===== config.mk =====
export PLATFORM = sky130hd
export DESIGN_NAME = tm1638_xfer
export DESIGN_NICKNAME = d
export VERILOG_FILES = /design/src/rtl/tm1638_xfer.sv
export SDC_FILE = /design/constraint.sdc
export NUM_CORES = 1
export LEC_CHECK = 0
export CAP_MARGIN = 20
export CORE_ASPECT_RATIO = 1.1
export CORE_MARGIN = 4
export CORE_UTILIZATION = 52
export DETAILED_ROUTE_END_ITERATION = 16
export GPL_ROUTABILITY_DRIVEN = 0
export PLACE_DENSITY = 0.76
export SLEW_MARGIN = 25
export SYNTH_ARGS = -nofsm -noshare
export SYNTH_HDL_FRONTEND = slang
export SYNTH_SLANG_ARGS = --single-unit

===== constraint.sdc =====
create_clock -name clk -period 2.2 [get_ports clk]
set_input_delay 0.44 -clock clk [delete_from_list [all_inputs] [get_ports clk]]
set_output_delay 0.44 -clock clk [all_outputs]
set_load 0.005 [all_outputs]

===== src/rtl/tm1638_xfer.sv =====
// tm1638_xfer: TM1638 frame engine, command byte plus 0..MAX_LEN write or read data bytes per STB-low frame
module tm1638_xfer #(
   parameter int CLK_DIV   = 4,
   parameter int MAX_LEN   = 16,
   parameter int LEN_W     = 5,
   parameter int READ_WAIT = 8
) (
   input  logic             clk,
   input  logic             rst,
   input  logic             cmd_valid,
   output logic             cmd_ready,
   input  logic             cmd_rw,
   input  logic [7:0]       cmd_byte,
   input  logic [LEN_W-1:0] cmd_len,
   input  logic             wr_valid,
   output logic             wr_ready,
   input  logic [7:0]       wr_data,
   output logic             rd_valid,
   output logic [7:0]       rd_data,
   output logic             busy,
   output logic             done,
   output logic             stb,
   output logic             sclk,
   output logic             dio_out,
   output logic             dio_oe,
   input  logic             dio_in
);
   typedef enum logic [3:0] {IDLE, SETUP, CMD, WFETCH, WBYTE, TURN, RBYTE, HOLD, STB_HIGH} state_t;
   localparam int CW = $clog2(((2 * CLK_DIV > READ_WAIT) ? 2 * CLK_DIV : READ_WAIT) + 1);
   localparam logic [CW-1:0] LOW_LAST = CW'(CLK_DIV - 1);
   localparam logic [CW-1:0] HIGH_FIRST = CW'(CLK_DIV);
   localparam logic [CW-1:0] CELL_LAST = CW'(2 * CLK_DIV - 1);
   localparam logic [CW-1:0] WAIT_LAST = CW'(READ_WAIT - 1);
   localparam logic [LEN_W-1:0] LEN_MAX = LEN_W'(MAX_LEN);
   state_t st, st_n;
   logic [CW-1:0] cnt, cnt_n;
   logic [2:0] bit_cnt, bit_n;
   logic [7:0] sh, sh_n;
   logic [LEN_W-1:0] rem, rem_n;
   logic rw, rw_n, sample, half_end, cell_end;
   logic in_cell_n, stb_n, sclk_n, oe_n, dout_n;
   assign half_end  = cnt == LOW_LAST;
   assign cell_end  = cnt == CELL_LAST;
   assign cmd_ready = st == IDLE;
   assign busy      = st != IDLE;
   assign wr_ready  = st == WFETCH && wr_valid;
   // next-state: phase counter, bit counter, shift register and remaining-byte count
   always_comb begin
      st_n = st;
      cnt_n = cnt + 1'b1;
      bit_n = bit_cnt;
      sh_n = sh;
      rem_n = rem;
      rw_n = rw;
      sample = 1'b0;
      unique case (st)
         IDLE: begin
            cnt_n = '0;
            if (cmd_valid) begin
               st_n = SETUP;
               sh_n = cmd_byte;
               rw_n = cmd_rw;
               rem_n = cmd_len > LEN_MAX ? LEN_MAX : cmd_len;
            end
         end
         SETUP: if (half_end) begin
            st_n = CMD;
            cnt_n = '0;
            bit_n = '0;
         end
         CMD, WBYTE, RBYTE: begin
            if (st == RBYTE && half_end) begin
               sh_n = {dio_in, sh[7:1]};
               sample = 1'b1;
            end
            if (cell_end) begin
               cnt_n = '0;
               bit_n = bit_cnt + 3'd1;
               if (st != RBYTE) sh_n = {1'b1, sh[7:1]};
               if (bit_cnt == 3'd7) begin
                  if (st == CMD) st_n = rem == '0 ? HOLD : rw ? WFETCH : TURN;
                  else begin
                     rem_n = rem - 1'b1;
                     st_n = rem == LEN_W'(1) ? HOLD : st == WBYTE ? WFETCH : RBYTE;
                  end
               end
            end
         end
         WFETCH: begin
            cnt_n = '0;
            if (wr_valid) begin
               st_n = WBYTE;
               sh_n = wr_data;
               bit_n = '0;
            end
         end
         TURN: if (cnt == WAIT_LAST) begin
            st_n = RBYTE;
            cnt_n = '0;
            bit_n = '0;
         end
         HOLD: if (half_end) begin
            st_n = STB_HIGH;
            cnt_n = '0;
         end
         STB_HIGH: if (half_end) begin
            st_n = IDLE;
            cnt_n = '0;
         end
         default: st_n = IDLE;
      endcase
   end
   // pin values decoded from the next state so the board pins come straight from flops
   always_comb begin
      in_cell_n = st_n inside {CMD, WBYTE, RBYTE};
      stb_n = st_n == IDLE || st_n == STB_HIGH;
      sclk_n = !in_cell_n || cnt_n >= HIGH_FIRST;
      oe_n = st_n inside {CMD, WFETCH, WBYTE};
      dout_n = (st_n == CMD || st_n == WBYTE) ? sh_n[0] : 1'b1;
   end
   // state, datapath and registered pin outputs
   always_ff @(posedge clk) begin
      if (rst) begin
         st <= IDLE;
         cnt <= '0;
         bit_cnt <= '0;
         sh <= '0;
         rem <= '0;
         rw <= 1'b0;
         stb <= 1'b1;
         sclk <= 1'b1;
         dio_out <= 1'b1;
         dio_oe <= 1'b0;
         done <= 1'b0;
         rd_valid <= 1'b0;
         rd_data <= '0;
      end else begin
         st <= st_n;
         cnt <= cnt_n;
         bit_cnt <= bit_n;
         sh <= sh_n;
         rem <= rem_n;
         rw <= rw_n;
         stb <= stb_n;
         sclk <= sclk_n;
         dio_out <= dout_n;
         dio_oe <= oe_n;
         done <= st == HOLD && st_n == STB_HIGH;
         rd_valid <= sample && bit_cnt == 3'd7;
         if (sample && bit_cnt == 3'd7) rd_data <= sh_n;
      end
   end
endmodule

==> flow_metrics.tcl, run 1 <==
set metrics [dict create \
    hold_violations 0 \
    overflow 0 \
    skew_ns 0.00567 \
    cpMaxStageDelayCell "or4_1" \
    antenna_found_initial 0 \
    synthTopCellsByArea "dfxtp_1, nor2_1, a21oi_1" \
    synth.most_common_cell "dfxtp_1" \
    hold_class "register to register" \
    p_per_area_nw_per_um2 524 \
    clock_sinks 39 \
    coreArea_sq_um 4050 \
    post_drt_wl_per_cell_um 16.5 \
    first_pass_iters 6 \
    fmax_mhz 472 \
    grt.total_usage_pct 23.4 \
    yosysTopAreaCell "dfxtp_1" \
    startpoint_type "register" \
    leakagePower_uw 0.00115 \
    switching_share_pct 23.6 \
    cts_root_buf "clkbuf_8" \
    synth_area_sq_um 2230 \
    path_max_fanout 5 \
    ant_nets 0 \
    worstPathCellList "ha_1 > ha_4 > and4b_1 > o311ai_1 > o32a_1 > or4_1 > o31ai_2" \
    cts_tree "built" \
    vias_per_cell 6.03 \
    cts_max_level 2 \
    syn_nets 296 \
    synth_warnings 0 \
    yosysSeqAreaShare_pct 35.0 \
    fill_cells 306 \
    grt_max_degree 18 \
    path_delay_family "simple AND/OR/NAND/NOR gates" \
    pwr-share-seq_pct 47.1 \
    boundaryPins 44 \
    setup-violations-final 0 \
    syn_inst 263 \
    synth_edf_count 0 \
    n_antenna_cell 0 \
    period_share_pct 96.3 \
    p_comb_share_pct 13.6 \
    ys_ff_latch 39 \
    critPathMaxStageDelay_ns 0.53 \
    tightest_slew_ns 0.518 \
    syn_area_per_cell_sq_um 8.48 \
    ys_top_cells_by_count "dfxtp_1, nor2_1, a21oi_1" \
    reg2reg_depth 7 \
    cp_num_cells 7 \
    insertion_delay_ns 0.29 \
    cp.arrival_ns 2.33 \
    route.detailed.drc 0 \
    hold_ws_ns 0.455 \
    die_height_um 76.7 \
    critPathKind "register to register" \
    fin_crit_ns 2.12 \
    synthArstFlopShare_pct 0 \
    area_delta_synth_final_pct 36.3 \
    die_area_sq_um 5400 \
    slew_violations 0 \
    grt_pass1_vias 2219 \
    dp_worst_setup_slack_ns -0.174 \
    cts_buffer_depth 2 \
    drt_wl_total_um 6240 \
    dieWidth_um 70.4 \
    initial_core_util_pct 55.0 \
    rsz0062_at_grt "yes" \
    stdcell_count 379 \
    irDropWorstVdd_mv 0.387 \
    internal_power_uw 1220 \
    grt_pass1_wl_um 10300 \
    detailed_place_hpwl_um 4540 \
    p_switching_uw 376 \
    power_frac_clock_pct 39.3 \
    rows 24 \
    portBuffers 43 \
    post-place-cells 367 \
    cts_hold_buf 0 \
    slew-limit-headroom_pct 65.2 \
    final.setup.tns_ns 0 \
    maxCapViolCount 0 \
    cts.clk_slew.worst_paths_ns 0.08 \
    final_nets 359 \
    path_buf_inv 0 \
    synth_cell_types 59 \
    cp.required_ns 2.41 \
    status "finished clean" \
    ys.flop_type "dfxtp_1" \
    vias 2284 \
    yosysTopAreaCellShare_pct 35.0 \
    setup_slack_ns 0.0820 \
    cp-end-kind "register" \
    drive_gt1_share_pct 18.0 \
    whs_path_depth 1 \
    cts_buffers 5 \
    drtIter0Drc 248 \
]
kinds of logic after synthesis:
logic type | count (synthesis) | synth area share [%]
multiplexers | 2 | 0.954
AO/OA/AOI/OAI | 81 | 26.2
XOR/XNOR | 5 | 1.96
adder cells (fa/ha/maj) | 6 | 3.37
buffers and inverters | 27 | 5.78
AND/OR/NAND/NOR | 103 | 26.7
flip-flops | 39 | 35.0
repair_timing:
action                     CTS  global route
setup endpoints to repair   10            14
setup buffers                1             3
gates cloned                 0             0
resized for setup            5             8
pin swaps                    2             1
metrics by stage:
step	util, %	power [uW]	cell area, sq um
3_3_place_gp	69.9	966	2830
2_1_floorplan	-	864	2230
4_1_cts	73.4	1590	2980
5_1_grt	74.9	1650	3040
3_5_place_dp	69.9	971	2830
6_report	74.9	1590	3040
per-layer routing:
layer	vias up	share of wire [%]	global-route usage, %
li1	1101	-	-
met1	1073	43	29.4
met2	91	49	39.3
met3	19	5.6	3.53
met4	0	2.2	9.96
met5	-	0	0
flip-flops by register name, indices dropped and copies added, names as in the netlist:
register	count
stb	1
dio_out	1
sh	8
done	1
sclk	1
cnt	4
bit_cnt	3
rem	5
dio_oe	1
rw	1
rd_data	8
rd_valid	1
st	4
layout by cell type (no fill, tap or decap), types with 2 or more instances in the layout:
| cell type | instances |
|---|---|
| clkbuf_8 | 6 |
| or4b_1 | 2 |
| xnor2_1 | 2 |
| nand3_1 | 5 |
| nor3_1 | 7 |
| nor4b_2 | 2 |
| a21oi_1 | 18 |
| xor2_1 | 3 |
| and3_1 | 2 |
| a22o_1 | 8 |
| nor2b_1 | 4 |
| nand4b_1 | 3 |
| o21ai_0 | 11 |
| ha_1 | 4 |
| a211o_1 | 2 |
| nor4_4 | 2 |
| dfxtp_1 | 36 |
| a21o_1 | 3 |
| nor3_2 | 2 |
| nand2b_1 | 3 |
| or4_1 | 2 |
| nand3b_1 | 2 |
| dfxtp_2 | 3 |
| o31ai_1 | 2 |
| o211ai_1 | 2 |
| or3_1 | 3 |
| and2_1 | 6 |
| a31oi_1 | 3 |
| nor2_1 | 33 |
| nand2_1 | 13 |
| a221oi_1 | 8 |
| buf_4 | 31 |
| clkdlybuf4s50_1 | 42 |
| inv_1 | 9 |
| o21ai_1 | 2 |
| a211oi_1 | 11 |
path summary, 6_finish.rpt:
kind         startpoint     end  slack, ns
max          bit_cnt[0]  dio_oe       0.08
min reg2reg      cnt[0]  cnt[0]       0.45
max reg2reg  bit_cnt[0]  dio_oe       0.08
min              cnt[0]  cnt[0]       0.45
power by group through the flow:
| stage | registers [uW] | logic (uW) | clock network [uW] |
|---|---|---|---|
| global route | 752 | 238 | 658 |
| finish | 750 | 216 | 625 |
| CTS | 748 | 211 | 634 |
| detailed placement | 763 | 208 | 0 |
| floorplan | 754 | 110 | 0 |
| global placement | 763 | 203 | 0 |
final cells by class:
type	count	area [sq um]	share of cell area, %
Clock buffer	6	82.6	2.72
Clock inverter	2	35.0	1.15
Inverter	9	33.8	1.11
Multi-Input combinational cell	197	1380	45.3
Sequential cell	39	785	25.8
Tap cell	52	65.1	2.14
Timing Repair Buffer	74	662	21.8
(Power assumes the default switching activity.)
==> run 2, diff against run 1 <==
- HOLD_SLACK_MARGIN: not set -> 0.15
==> results of run 2 <==
Final layout, timing and power as in run 1 (identical DEF).
==> run 3, diff against run 2 <==
- REMOVE_ABC_BUFFERS: not set -> 1
- SLEW_MARGIN: 25 -> 20
==> run 3 against run 2 <==
Core utilization up 0.28 points. Register-to-register slack about the same. Combinational power is 3% lower. Via count decreased by 2.1%. Global-route usage fell by 1.7 points. Wire length down 6.6%. Non-clock buffer count fell by 1. Sequential cell count did not move. Clock power decreased by 2%. Final cell count fell by 0.26%. Fmax increased by 0.53%. Total power fell by 1.2%. Critical path type unchanged.
==> flow_metrics.tcl, run 3 (same netlist as run 1, synthesis figures left out) <==
set metrics [dict create \
    fmax_mhz 475 \
    status "finished clean" \
    switching_share_pct 23.0 \
    antenna_found_initial 0 \
    initial_core_util_pct 55.0 \
    area_delta_synth_final_pct 36.8 \
    drt_wl_total_um 5830 \
    rsz0062_at_grt "yes" \
    power_frac_clock_pct 39.1 \
    top_regs "rd_data: 8 flops, sh: 8 flops, rem: 5 flops" \
    leakagePower_uw 0.00115 \
    worstReg2RegEnd "sclk" \
    layout_common_cells "clkdlybuf4s50_1, dfxtp_1, nor2_1" \
    p_switching_uw 362 \
    whs_path_depth 1 \
    skew_ns 0.00257 \
    setup-violations-final 0 \
    coreArea_sq_um 4050 \
    grt_max_degree 20 \
    dp_worst_setup_slack_ns -0.155 \
    die_area_sq_um 5400 \
    grt_pass1_wl_um 9670 \
    route.detailed.drc 0 \
    final_util_pct 75.2 \
    min-delay-start "cnt[0]" \
    r2r_slack_ns 0.09 \
    drtIter0Drc 97 \
    insertion_delay_ns 0.29 \
    final_nets 358 \
    path_max_fanout 5 \
    irDropWorstVdd_mv 0.292 \
    clock_sinks 39 \
    critPathKind "register to register" \
    tightest_slew_ns 0.491 \
    first_pass_iters 5 \
    internal_power_uw 1210 \
    cts_root_buf "clkbuf_8" \
    vias 2237 \
    cts_buffer_depth 2 \
    grt_pass1_vias 2025 \
    ant_nets 0 \
    layout_commonest_cell "clkdlybuf4s50_1" \
    cts.clk_slew.worst_paths_ns 0.07 \
    grt.total_usage_pct 21.7 \
    overflow 0 \
    setup_slack_ns 0.0931 \
    maxCapViolCount 0 \
    period_share_pct 95.8 \
    dieWidth_um 70.4 \
    cp.arrival_ns 2.27 \
    hold_class "register to register" \
    rows 24 \
    post_drt_wl_per_cell_um 15.4 \
    pwr-share-seq_pct 47.6 \
    startpoint_type "register" \
    p_per_area_nw_per_um2 516 \
    slew-limit-headroom_pct 67.0 \
    drive_gt1_share_pct 18.7 \
    reg2reg_depth 7 \
    hold_violations 0 \
    fin_crit_ns 2.11 \
    n_antenna_cell 0 \
    cts_buffers 5 \
    boundaryPins 44 \
    die_height_um 76.7 \
    cts_max_level 2 \
    portBuffers 43 \
    cts_tree "built" \
    vias_per_cell 5.92 \
    slew_violations 0 \
    cp-end-kind "register" \
    cp.required_ns 2.37 \
    hold_path_end "cnt[0]" \
    p_comb_share_pct 13.3 \
    rr_startpoint "bit_cnt[0]" \
    detailed_place_hpwl_um 4300 \
]
run 3: cell count changes in the layout (fill, tap and decap cells not counted), sizes merged:
cell           change
buf                -1
dlymetal6s2s       +1
clkdlybuf4s50      -1
run 3: cell type report:
| class | instances | area (sq um) |
|---|---|---|
| tap | 52 | 65.1 |
| inverter | 9 | 33.8 |
| fill | 315 | 1000 |
| clock buffer | 6 | 82.6 |
| clock inverter | 2 | 35.0 |
| multi-input combinational | 197 | 1380 |
| sequential | 39 | 785 |
| timing repair buffer | 73 | 664 |
run 3: critical path, cell delays in order, from the launching register on:
cell      delay, ns
dfxtp_2        0.34
ha_2           0.18
ha_4           0.15
and4b_2        0.27
o311ai_2       0.11
o32a_1         0.24
nor3b_2        0.18
or4b_1         0.50
run 3: per-stage QoR:
step | total power (uW) | cells | cell area, sq um | TNS [ns] | hold WS (ns)
6_report | 1570 | 378 | 3050 | 0 | 0.452
5_1_grt | 1640 | 378 | 3050 | -0.134 | 0.465
4_1_cts | 1580 | 375 | 2960 | 0 | 0.453
3_5_place_dp | 961 | 367 | 2830 | -1.00 | 0.441
3_3_place_gp | 959 | 367 | 2830 | -0.505 | 0.438
2_1_floorplan | 854 | 245 | 2130 | 0 | 0.421
run 3: worst max path at each step:
stage,startpoint,end,slack [ns]
2_1_floorplan,st[1],sclk,0.009
3_3_place_gp,wr_valid,sclk,-0.1
3_5_place_dp,wr_valid,sclk,-0.16
4_1_cts,bit_cnt[0],sclk,0.02
5_1_grt,st[0],stb,-0.04
6_report,bit_cnt[0],sclk,0.09
run 3: routing by layer:
| layer | wire (um) | up-vias | track usage (%) | part of all wire (%) |
|---|---|---|---|---|
| li1 | - | 1101 | - | - |
| met1 | 2520 | 1055 | 27.4 | 43 |
| met2 | 2950 | 74 | 37.9 | 51 |
| met3 | 298 | 7 | 3.79 | 5.1 |
| met4 | 64 | 0 | 5.17 | 1.1 |
| met5 | 0 | - | 0 | 0 |
run 3: power by group through the flow:
stage / registers [uW] / clock network [uW] / logic (uW)
2_1_floorplan: 760 / 0 / 93.6
3_3_place_gp: 761 / 0 / 197
6_report: 749 / 614 / 209
5_1_grt: 752 / 655 / 230
4_1_cts: 746 / 627 / 203
3_5_place_dp: 761 / 0 / 200
run 3: what timing repair did:
| item | in CTS | in global routing |
|---|---|---|
| hold buffers | 0 | 0 |
| resized for setup | 5 | 13 |
| pin swaps | 1 | 2 |
| cloned | 0 | 0 |
| setup buffers | 0 | 3 |
| endpoints found under the hold margin | 0 | 0 |
| endpoints found under the setup margin | 3 | 12 |
